--- src/rtl/zuart_pkg.sv ---
`default_nettype none
// ============================================================================
// Module   : zuart_pkg
// Purpose  : Definitions shared by the zuart frame transmitter and the future
//            zuart_rx_frame receiver: parity-mode codes and the frame FSM
//            state encoding.
// Revision : 1.0 - initial release
// ============================================================================
package zuart_pkg;

  // Parity select codes carried on parity_mode.
  localparam logic [1:0] PAR_NONE = 2'd0;
  localparam logic [1:0] PAR_EVEN = 2'd1;
  localparam logic [1:0] PAR_ODD  = 2'd2;
  localparam logic [1:0] PAR_MARK = 2'd3;

  // Frame state machine encoding.
  typedef enum logic [2:0] {
    ST_IDLE   = 3'd0,
    ST_START  = 3'd1,
    ST_DATA   = 3'd2,
    ST_PARITY = 3'd3,
    ST_STOP   = 3'd4
  } state_e;

endpackage : zuart_pkg
`default_nettype wire

--- src/rtl/zuart_baud_gen.sv ---
`default_nettype none
// ============================================================================
// Module   : zuart_baud_gen
// Purpose  : Bit-period divider. Counts 0..div and raises bit_tick while the
//            count equals div; the count then wraps to 0. restart clears the
//            count synchronously so a new frame starts on a full bit period.
// Ports    : clk      - system clock
//            rst_n    - asynchronous active-low reset
//            restart  - synchronous clear of the period counter
//            div      - bit period minus one, in clk cycles
//            bit_tick - last cycle of the current bit period
// Revision : 1.0 - initial release
// ============================================================================
module zuart_baud_gen #(
  parameter int DIV_W = 16
) (
  input  logic             clk,
  input  logic             rst_n,
  input  logic             restart,
  input  logic [DIV_W-1:0] div,
  output logic             bit_tick
);

  logic [DIV_W-1:0] cnt_q;
  logic [DIV_W-1:0] cnt_d;

  always_comb begin
    bit_tick = (cnt_q == div);
    if (restart || bit_tick) begin
      cnt_d = '0;
    end else begin
      cnt_d = cnt_q + DIV_W'(1);
    end
  end

  always_ff @(posedge clk or negedge rst_n) begin
    if (!rst_n) begin
      cnt_q <= '0;
    end else begin
      cnt_q <= cnt_d;
    end
  end

endmodule : zuart_baud_gen
`default_nettype wire

--- src/rtl/zuart_tx_frame.sv ---
`default_nettype none
// ============================================================================
// Module   : zuart_tx_frame
// Purpose  : Parametrised UART transmitter. Accepts a frame on a valid/ready
//            handshake, latches data and line configuration, and serialises
//            start, DATA_BITS data bits (LSB first), optional parity and one
//            or two stop bits, each held clk_div+1 cycles.
// Ports    : clk, rst_n          - clock, asynchronous active-low reset
//            clk_div             - bit period minus one (latched at accept)
//            parity_mode         - none/even/odd/mark (latched at accept)
//            stop2               - two stop bits when set (latched at accept)
//            tx_valid, tx_data   - frame offer
//            tx_ready            - high only while idle
//            tx_pin              - registered serial line, idles high
//            busy                - frame in progress on the line
//            done                - one-cycle pulse in the first idle cycle
// Revision : 1.0 - initial release
// ============================================================================
module zuart_tx_frame
  import zuart_pkg::*;
#(
  parameter int DATA_BITS = 8,
  parameter int DIV_W     = 16
) (
  input  logic                 clk,
  input  logic                 rst_n,
  input  logic [DIV_W-1:0]     clk_div,
  input  logic [1:0]           parity_mode,
  input  logic                 stop2,
  input  logic                 tx_valid,
  input  logic [DATA_BITS-1:0] tx_data,
  output logic                 tx_ready,
  output logic                 tx_pin,
  output logic                 busy,
  output logic                 done
);

  localparam int              CNT_W    = $clog2(DATA_BITS + 1);
  localparam logic [CNT_W-1:0] LAST_BIT = CNT_W'(DATA_BITS - 1);

  state_e               state_q, state_d;
  logic [DATA_BITS-1:0] shift_q, shift_d;
  logic [DIV_W-1:0]     div_q, div_d;
  logic [1:0]           par_mode_q, par_mode_d;
  logic                 stop2_q, stop2_d;
  logic                 par_q, par_d;
  logic [CNT_W-1:0]     bit_cnt_q, bit_cnt_d;
  logic                 stop_cnt_q, stop_cnt_d;
  logic                 tx_pin_q, tx_pin_d;
  logic                 busy_q, busy_d;
  logic                 done_q, done_d;

  logic accept;
  logic bit_tick;

  assign tx_ready = (state_q == ST_IDLE);
  assign accept   = tx_valid && tx_ready;
  assign tx_pin   = tx_pin_q;
  assign busy     = busy_q;
  assign done     = done_q;

  zuart_baud_gen #(
    .DIV_W (DIV_W)
  ) u_baud_gen (
    .clk      (clk),
    .rst_n    (rst_n),
    .restart  (accept),
    .div      (div_q),
    .bit_tick (bit_tick)
  );

  always_comb begin
    state_d    = state_q;
    shift_d    = shift_q;
    div_d      = div_q;
    par_mode_d = par_mode_q;
    stop2_d    = stop2_q;
    par_d      = par_q;
    bit_cnt_d  = bit_cnt_q;
    stop_cnt_d = stop_cnt_q;
    done_d     = 1'b0;

    case (state_q)
      ST_IDLE: begin
        if (accept) begin
          state_d    = ST_START;
          shift_d    = tx_data;
          div_d      = clk_div;
          par_mode_d = parity_mode;
          stop2_d    = stop2;
          // Seeding with 1 for odd parity lets one XOR chain serve both modes.
          par_d      = (parity_mode == PAR_ODD);
          bit_cnt_d  = '0;
          stop_cnt_d = 1'b0;
        end
      end
      ST_START: begin
        if (bit_tick) begin
          state_d = ST_DATA;
        end
      end
      ST_DATA: begin
        if (bit_tick) begin
          par_d   = par_q ^ shift_q[0];
          shift_d = {1'b0, shift_q[DATA_BITS-1:1]};
          if (bit_cnt_q == LAST_BIT) begin
            bit_cnt_d = '0;
            state_d   = (par_mode_q == PAR_NONE) ? ST_STOP : ST_PARITY;
          end else begin
            bit_cnt_d = bit_cnt_q + CNT_W'(1);
          end
        end
      end
      ST_PARITY: begin
        if (bit_tick) begin
          state_d = ST_STOP;
        end
      end
      ST_STOP: begin
        if (bit_tick) begin
          if (stop_cnt_q == stop2_q) begin
            state_d    = ST_IDLE;
            stop_cnt_d = 1'b0;
            done_d     = 1'b1;
          end else begin
            stop_cnt_d = 1'b1;
          end
        end
      end
      default: begin
        state_d = ST_IDLE;
      end
    endcase

    // The line flop is loaded from the next state so the pin changes on the
    // same edge the FSM moves, keeping the pin registered without a lag.
    case (state_d)
      ST_START:  tx_pin_d = 1'b0;
      ST_DATA:   tx_pin_d = shift_d[0];
      ST_PARITY: tx_pin_d = (par_mode_d == PAR_MARK) ? 1'b1 : par_d;
      default:   tx_pin_d = 1'b1;
    endcase

    busy_d = (state_d != ST_IDLE);
  end

  always_ff @(posedge clk or negedge rst_n) begin
    if (!rst_n) begin
      state_q    <= ST_IDLE;
      shift_q    <= '0;
      div_q      <= '0;
      par_mode_q <= PAR_NONE;
      stop2_q    <= 1'b0;
      par_q      <= 1'b0;
      bit_cnt_q  <= '0;
      stop_cnt_q <= 1'b0;
      tx_pin_q   <= 1'b1;
      busy_q     <= 1'b0;
      done_q     <= 1'b0;
    end else begin
      state_q    <= state_d;
      shift_q    <= shift_d;
      div_q      <= div_d;
      par_mode_q <= par_mode_d;
      stop2_q    <= stop2_d;
      par_q      <= par_d;
      bit_cnt_q  <= bit_cnt_d;
      stop_cnt_q <= stop_cnt_d;
      tx_pin_q   <= tx_pin_d;
      busy_q     <= busy_d;
      done_q     <= done_d;
    end
  end

endmodule : zuart_tx_frame
`default_nettype wire

--- config.mk ---
export PLATFORM = sky130hd
export DESIGN_NAME = zuart_tx_frame
export DESIGN_NICKNAME = d
export VERILOG_FILES = /design/src/rtl/zuart_pkg.sv /design/src/rtl/zuart_baud_gen.sv /design/src/rtl/zuart_tx_frame.sv
export SDC_FILE = /design/constraint.sdc
export NUM_CORES = 1
export LEC_CHECK = 0
export BUFFER_PORTS_ARGS = -buffer_cell sky130_fd_sc_hd__clkbuf_2
export CORE_MARGIN = 4
export CORE_UTILIZATION = 41
export DETAILED_ROUTE_END_ITERATION = 10
export PLACE_DENSITY = 0.64
export SLEW_MARGIN = 40
export SYNTH_ARGS = -nofsm -noshare
export SYNTH_HDL_FRONTEND = slang
export SYNTH_SLANG_ARGS = --single-unit
--- constraint.sdc ---
create_clock -name clk -period 3.7 [get_ports clk]
set_input_delay 0.74 -clock clk [delete_from_list [all_inputs] [get_ports clk]]
set_output_delay 0.74 -clock clk [all_outputs]
set_load 0.02 [all_outputs]
==> reports/metrics.csv, run 1 <==
stage;metric;value;unit
outcome;status;completed;
power_and_ir_drop;p_leak;1.42;nW
drt;vias;2029;
global_routing;gr-total-overflow;0;
timing;hold-worst-slack;0.382;ns
critical_path;ff2ff_setup_slack;1.36;ns
timing;fin_crit;2.34;ns
clock_tree;clk_path_buf_depth;2;
yosys;synthCells;283;
timing;slew_headroom;0.497;
clock_tree;insertion_delay;0.32;ns
critical_path;crit_path_end_kind;flip-flop;
global_routing;track_usage;0.152;
yosys;async_flop_share;1.00;
drt;vias_per_cell;5.16;
timing;finalHoldViolCount;0;
yosys;syn-num-nets;315;
power_and_ir_drop;finalPower;1.96;mW
clock_tree;tritoncts;built;
yosys;yosys_warnings;0;
timing;worst_pin_slew;0.754;ns
clock_tree;cts_htree_levels;2;
yosys;synth_area;0.00267;sq mm
global_routing;grt_pass1_vias;1889;
hold_path;hold_class;in -> async;
flow_run;drv_cap;0;
yosys;synth.top_cell.area_share;0.507;
clock_tree;clkTransAtPathRegs;0.10;ns
yosys;syn_avg_cell_area;9.42;sq um
timing;post-route-period-util;0.632;
final_layout;final_nets;347;
critical_path;r2r_cells;8;
yosys;synth_seq_cells;55;
yosys;synth_ff_type;dfrtp_1;
floorplan;die_w;88.6;um
power_and_ir_drop;p_per_area;655;mW/mm^2
drt;drt-total-wl;5.48;mm
final_layout;drive_gt1_frac;0.161;
drt;m1WireLength;2.76;mm
drt;wl_met2;2.50;mm
yosys;yosys.area.top_type;dfrtp_1;
timing;skew;0.00466;ns
critical_path;rr_startpoint;u_baud_gen.cnt_q[7];
drt;wl_per_cell;13.9;um
floorplan;die-area;0.00785;sq mm
yosys;seq_area_frac_synth;0.517;
clock_tree;cts_sinks;55;
timing;slew_violations;0;
global_routing;antenna_found_initial;0;
critical_path;critPathLaunchType;flip-flop;
critical_path;arrival;2.55;ns
clock_tree;postCtsHoldBufs;0;
final_layout;stdcell_count;393;
floorplan;initial_core_util;0.422;
drt;initialDrtViolationCount;100;
final_layout;final_cell_mix;69 x nand2_1, 54 x dfrtp_1, 32 x clkbuf_2;
floorplan;pin_count;34;
clock_tree;postCtsSetupRepairBufs;0;
placement;io_buffers;33;
final_layout;final-seq-area;0.00138;sq mm
floorplan;core_area;0.00631;sq mm
clock_tree;root_buffer;clkbuf_8;
placement;dp_slack;1.40;ns
yosys;post_synth_main_area_contributors;dfrtp_1 51%, nand2_1 9.7%, xnor2_1 7.2%;
timing;rsz0062_at_grt;no;
timing;setup_violations;0;
global_routing;grt_max_degree;34;
drt;drtAntennaViolNets;0;
yosys;synth_edf_count;0;
clock_tree;ctsResizeCount;0;
critical_path;crit_fanout;13;
final_layout;syn_to_final_growth;12.1;%
critical_path;worstSetupStartpoint;u_baud_gen.cnt_q[7];
drt;routed.top_layer;met4;
timing;fmax;0.428;GHz
timing;finalSetupTns;0;ns
final_layout;fill_cells;618;
drt;route.met3.wl;205;um
global_routing;grt_pass1_wl;9.26;mm
timing;layout_setup_ws;1.36;ns
placement;hpwl;3.91;mm
final_layout;multi_input_area;0.00118;sq mm
power_and_ir_drop;peakVddDrop;312;uV
critical_path;r2r_end;shift_q[1];
yosys;synthDistinctLibCells;39;
critical_path;crit_required;3.91;ns
placement;place_inst;385;
critical_path;crit_type;reg -> reg;
clock_tree;cts_buffers;5;
drt;dr.pass1.iters;4;
final_layout;antennaDiodeCount;0;
final_layout;final_common_cell;nand2_1;
drt;drc;0;
floorplan;die_h;88.6;um
placement;finalWeightedCongestion;0.775;
floorplan;std_cell_rows;29;
-- cell families (layout without fill, tap and decap cells) --
logic type | count (synthesis) | count (layout) | share of synthesized area
AOI/OAI and AO/OA | 37 | 37 | 0.0995
and+or+nand+nor | 134 | 134 | 0.228
buffers and inverters | 23 | 56 | 0.0394
adders and majority gates | 2 | 2 | 0.00939
muxes | 3 | 3 | 0.0117
xor gates and xnor gates | 29 | 29 | 0.0953
DFF | 55 | 55 | 0.517
-- Yosys cell counts, types with 2 or more instances --
cell,count
nand2_1,69
dfrtp_1,54
nor2_1,24
xnor2_1,22
nand3_1,13
inv_1,11
o21ai_0,9
a21oi_1,7
clkbuf_1,7
xor2_1,7
a222oi_1,6
nand4_1,6
and3_1,5
nor3_1,4
or3_1,4
buf_2,3
a22o_1,2
a31oi_1,2
a32o_1,2
buf_6,2
ha_1,2
mux2i_1,2
nand2b_1,2
nor2b_1,2
o22ai_1,2
-- report_power, final --
group,switching [mW],internal [mW]
combinational,0.330,0.282
clock,0.208,0.136
sequential,0.198,0.803
-- worst max-delay path by stage --
stage                 end  slack, ns  cells after the start
6_report       shift_q[1]       1.36                      8
5_1_grt        shift_q[1]       1.18                      8
4_1_cts        shift_q[6]       1.35                      8
3_5_place_dp   shift_q[6]       1.40                      8
3_3_place_gp   shift_q[6]       1.41                      8
2_1_floorplan      tx_pin       1.54                      7
-- registers in the layout, summed over array words and instances, names as in the netlist --
name	cells
bit_cnt_q	4
busy	1
div_q	16
done	1
par_mode_q	2
par_q	1
shift_q	8
state_q	3
stop2_q	1
stop_cnt_q	1
tx_pin	1
u_baud_gen.cnt_q	16
-- layout make-up --
type / count / share of cell area
sequential: 55 / 0.461
multi-input combinational: 205 / 0.396
timing repair buffer: 37 / 0.0662
tap: 77 / 0.0322
clock buffer: 5 / 0.0230
inverter: 11 / 0.0138
clock inverter: 3 / 0.00796
-- metrics by stage --
stage                     cell area, sq um  utilization
after floorplan                       2670            -
after global placement                2890        0.458
after detailed placement              2900        0.459
after CTS                             2990        0.473
after global routing                  2990        0.473
final                                 2990        0.473
-- critical path, cell delays in order, from the launching register on --
cell and delay, ns:
dfrtp_1 0.44, xnor2_1 0.23, nand4_1 0.18, nor4_4 0.30, buf_4 0.25, mux2_2 0.18, nand2_1 0.21, a222oi_1 0.37
inv_1 0.06
-- layer usage --
layer,track usage,vias to the layer above
met5,0,-
met4,0.0330,0
met3,0.0372,2
met2,0.214,39
met1,0.237,969
li1,-,1019
(Power assumes the default switching activity.)
==> inputs of run 2 (changes only) <==
- ABC_AREA: not set -> 1
- PLACE_DENSITY: 0.64 -> 0.66
- clock period: 3.7 -> 2 ns (I/O delays scaled with it)
==> run 2 against run 1 <==
  * Non-clock buffer count is the same
  * Largest cell class unchanged
  * Critical path type unchanged
  * Sequential power grew 73%
  * Clock power grew 74%
==> reports/metrics.csv, run 2 <==
stage;metric;value;unit
global_routing;grt_pass1_vias;2375;
yosys;synthDistinctLibCells;34;
timing;slew_headroom;0.769;
floorplan;die_h;92.4;um
yosys;syn-num-nets;409;
drt;drc;0;
critical_path;cp_cell_sequence;ha_1 > nand2_2 > inv_2 > nand2_2 > nor2_4 > nand2_2 > nor2_4 > nand3_2 > nor3_4 > nand3_2 > xor2_1 > nor2_2;
drt;wl_per_cell;10.9;um
drt;drt-total-wl;5.58;mm
yosys;synth_commonest_cells;110 x nand2_1, 55 x inv_1, 54 x dfrtp_1;
floorplan;initial_core_util;0.425;
final_layout;fill_cells;709;
final_layout;syn_to_final_growth;13.9;%
floorplan;core_area;0.00687;sq mm
clock_tree;cts_sinks;55;
floorplan;std_cell_rows;30;
timing;skew;0.00861;ns
final_layout;final_cell_mix;110 x nand2_1, 55 x inv_1, 52 x dfrtp_1;
power_and_ir_drop;finalPower;3.60;mW
placement;io_buffers;33;
yosys;synth_seq_cells;55;
yosys;synth_edf_count;0;
timing;post-route-period-util;0.902;
critical_path;crit_fanout;4;
clock_tree;clk_path_buf_depth;2;
final_layout;multi_input_area;0.00125;sq mm
critical_path;rr_startpoint;u_baud_gen.cnt_q[1];
yosys;yosysMostFrequentCell;nand2_1;
timing;fin_crit;1.80;ns
critical_path;cp_slowest_cell;dfrtp_1;
final_layout;antennaDiodeCount;0;
critical_path;critPathMaxStageDelay;0.41;ns
power_and_ir_drop;share_comb_of_total_power;0.352;
timing;finalHoldViolCount;0;
yosys;syn_avg_cell_area;7.75;sq um
drt;dr.pass1.iters;4;
clock_tree;tritoncts;built;
drt;drtAntennaViolNets;0;
critical_path;crit_required;2.21;ns
yosys;async_flop_share;1.00;
drt;vias_per_cell;4.54;
drt;vias;2326;
final_layout;final_area;0.00333;sq mm
timing;worst_pin_slew;0.344;ns
clock_tree;cts_buffers;5;
critical_path;critPathLaunchType;flip-flop;
floorplan;pin_count;34;
clock_tree;postCtsHoldBufs;0;
yosys;yosys_warnings;0;
timing;setup_violations;0;
final_layout;final_nets;447;
yosys;synth_area;0.00292;sq mm
yosys;seq_area_frac_synth;0.472;
yosys;synth.top_cell.area_share;0.463;
final_layout;stdcell_count;512;
power_and_ir_drop;peakVddDrop;362;uV
timing;finalSetupTns;0;ns
final_layout;drive_gt1_frac;0.221;
power_and_ir_drop;internal-power;2.24;mW
power_and_ir_drop;switching_share;0.378;
timing;slew_violations;0;
power_and_ir_drop;p_per_area;1080;mW/mm^2
hold_path;hold_class;in -> async;
flow_run;drv_cap;0;
yosys;yosys.area.top_type;dfrtp_1;
yosys;synth_ff_type;dfrtp_1;
timing;fmax;0.554;GHz
placement;hpwl;4.21;mm
final_layout;final-seq-area;0.00138;sq mm
outcome;status;completed;
clock_tree;root_buffer;clkbuf_8;
global_routing;antenna_found_initial;0;
yosys;post_synth_main_area_contributors;dfrtp_1 46%, nand2_1 14%, inv_1 7.1%;
global_routing;grt_pass1_wl;10.1;mm
final_layout;final_common_cell;nand2_1;
placement;placedInstanceArea;0.00323;sq mm
floorplan;die-area;0.00854;sq mm
power_and_ir_drop;pwr-share-clk;0.166;
power_and_ir_drop;p_switching;1.36;mW
critical_path;crit_top_cell;nand2_2;
clock_tree;clkTransAtPathRegs;0.10;ns
placement;place_inst;504;
power_and_ir_drop;p_leak;1.69;nW
global_routing;gr-total-overflow;0;
critical_path;crit_path_end_kind;flip-flop;
final_layout;top_regs;div_q: 16 flops, u_baud_gen.cnt_q: 16 flops, shift_q: 8 flops;
critical_path;arrival;2.01;ns
clock_tree;cts_htree_levels;2;
yosys;synthCells;377;
global_routing;track_usage;0.142;
critical_path;worstSetupStartpoint;u_baud_gen.cnt_q[1];
placement;finalWeightedCongestion;0.828;
timing;rsz0062_at_grt;no;
drt;initialDrtViolationCount;86;
clock_tree;postCtsSetupRepairBufs;0;
power_and_ir_drop;seq_power_share;0.482;
floorplan;die_w;92.4;um
global_routing;grt_max_degree;56;
clock_tree;insertion_delay;0.30;ns
critical_path;crit_type;reg -> reg;
[run 2: logic make-up after synthesis]
logic type               Yosys count  share of synthesized area
flip-flops                        55                      0.472
buffers and inverters             76                      0.104
AO/OA/AOI/OAI                     52                      0.103
AND/OR/NAND/NOR                  188                      0.301
XOR/XNOR                           4                     0.0120
adder cells (fa/ha/maj)            2                    0.00857
[run 2: cell type report]
type                    count  area share
repair buffers             37      0.0662
well taps                  96      0.0361
inverters                  70      0.0805
flip-flops and latches     55       0.415
clock buffers               6      0.0218
multi-input cells         246       0.377
clock inverters             2     0.00376
[run 2: power by group through the flow]
stage / Clock (mW) / Sequential, mW / Combinational, mW
after detailed placement: 0 / 1.75 / 1.28
after global routing: 0.668 / 1.79 / 1.48
after global placement: 0 / 1.74 / 1.25
final: 0.597 / 1.73 / 1.27
after floorplan: 0 / 1.72 / 0.984
after CTS: 0.626 / 1.73 / 1.29
[run 2: metrics by stage]
stage                util  setup WS (ns)  hold WS, ns
finish              0.484          0.196       0.0813
global route        0.484         0.0159       0.0921
CTS                 0.483          0.142       0.0885
detailed placement  0.471          0.163        0.427
global placement    0.471          0.241        0.423
floorplan               -          0.325        0.104
[run 2: worst paths after layout]
check,end,slack [ns],cells past startpoint
worst max-delay path,u_baud_gen.cnt_q[14],0.20,12
worst max register to register,u_baud_gen.cnt_q[14],0.20,12
min in group clk,stop2_q,0.30,3
max in group asynchronous,tx_pin,1.63,2
worst min-delay path,div_q[2],0.08,2
worst min register to register,bit_cnt_q[2],0.50,1
[run 2: worst max-delay path: cells and delay by family (launching register included)]
family,cells,cell delay [ns]
buf+inv,1,0.06
xor+xnor,1,0.18
simple gates,9,0.84
flops,1,0.41
fa+ha+maj,1,0.20
[run 2: timing repair]
item / in CTS / in global routing
setup endpoints to repair: 0 / 2
hold endpoints to repair: 0 / 0
resized for setup: 0 / 3
[run 2: layer usage]
layer	wire length (um)	vias up	GRT usage
li1	-	1243	-
met1	2840	1041	0.200
met2	2530	40	0.228
met3	175	2	0.0244
met4	32	0	0.0322
met5	0	-	0
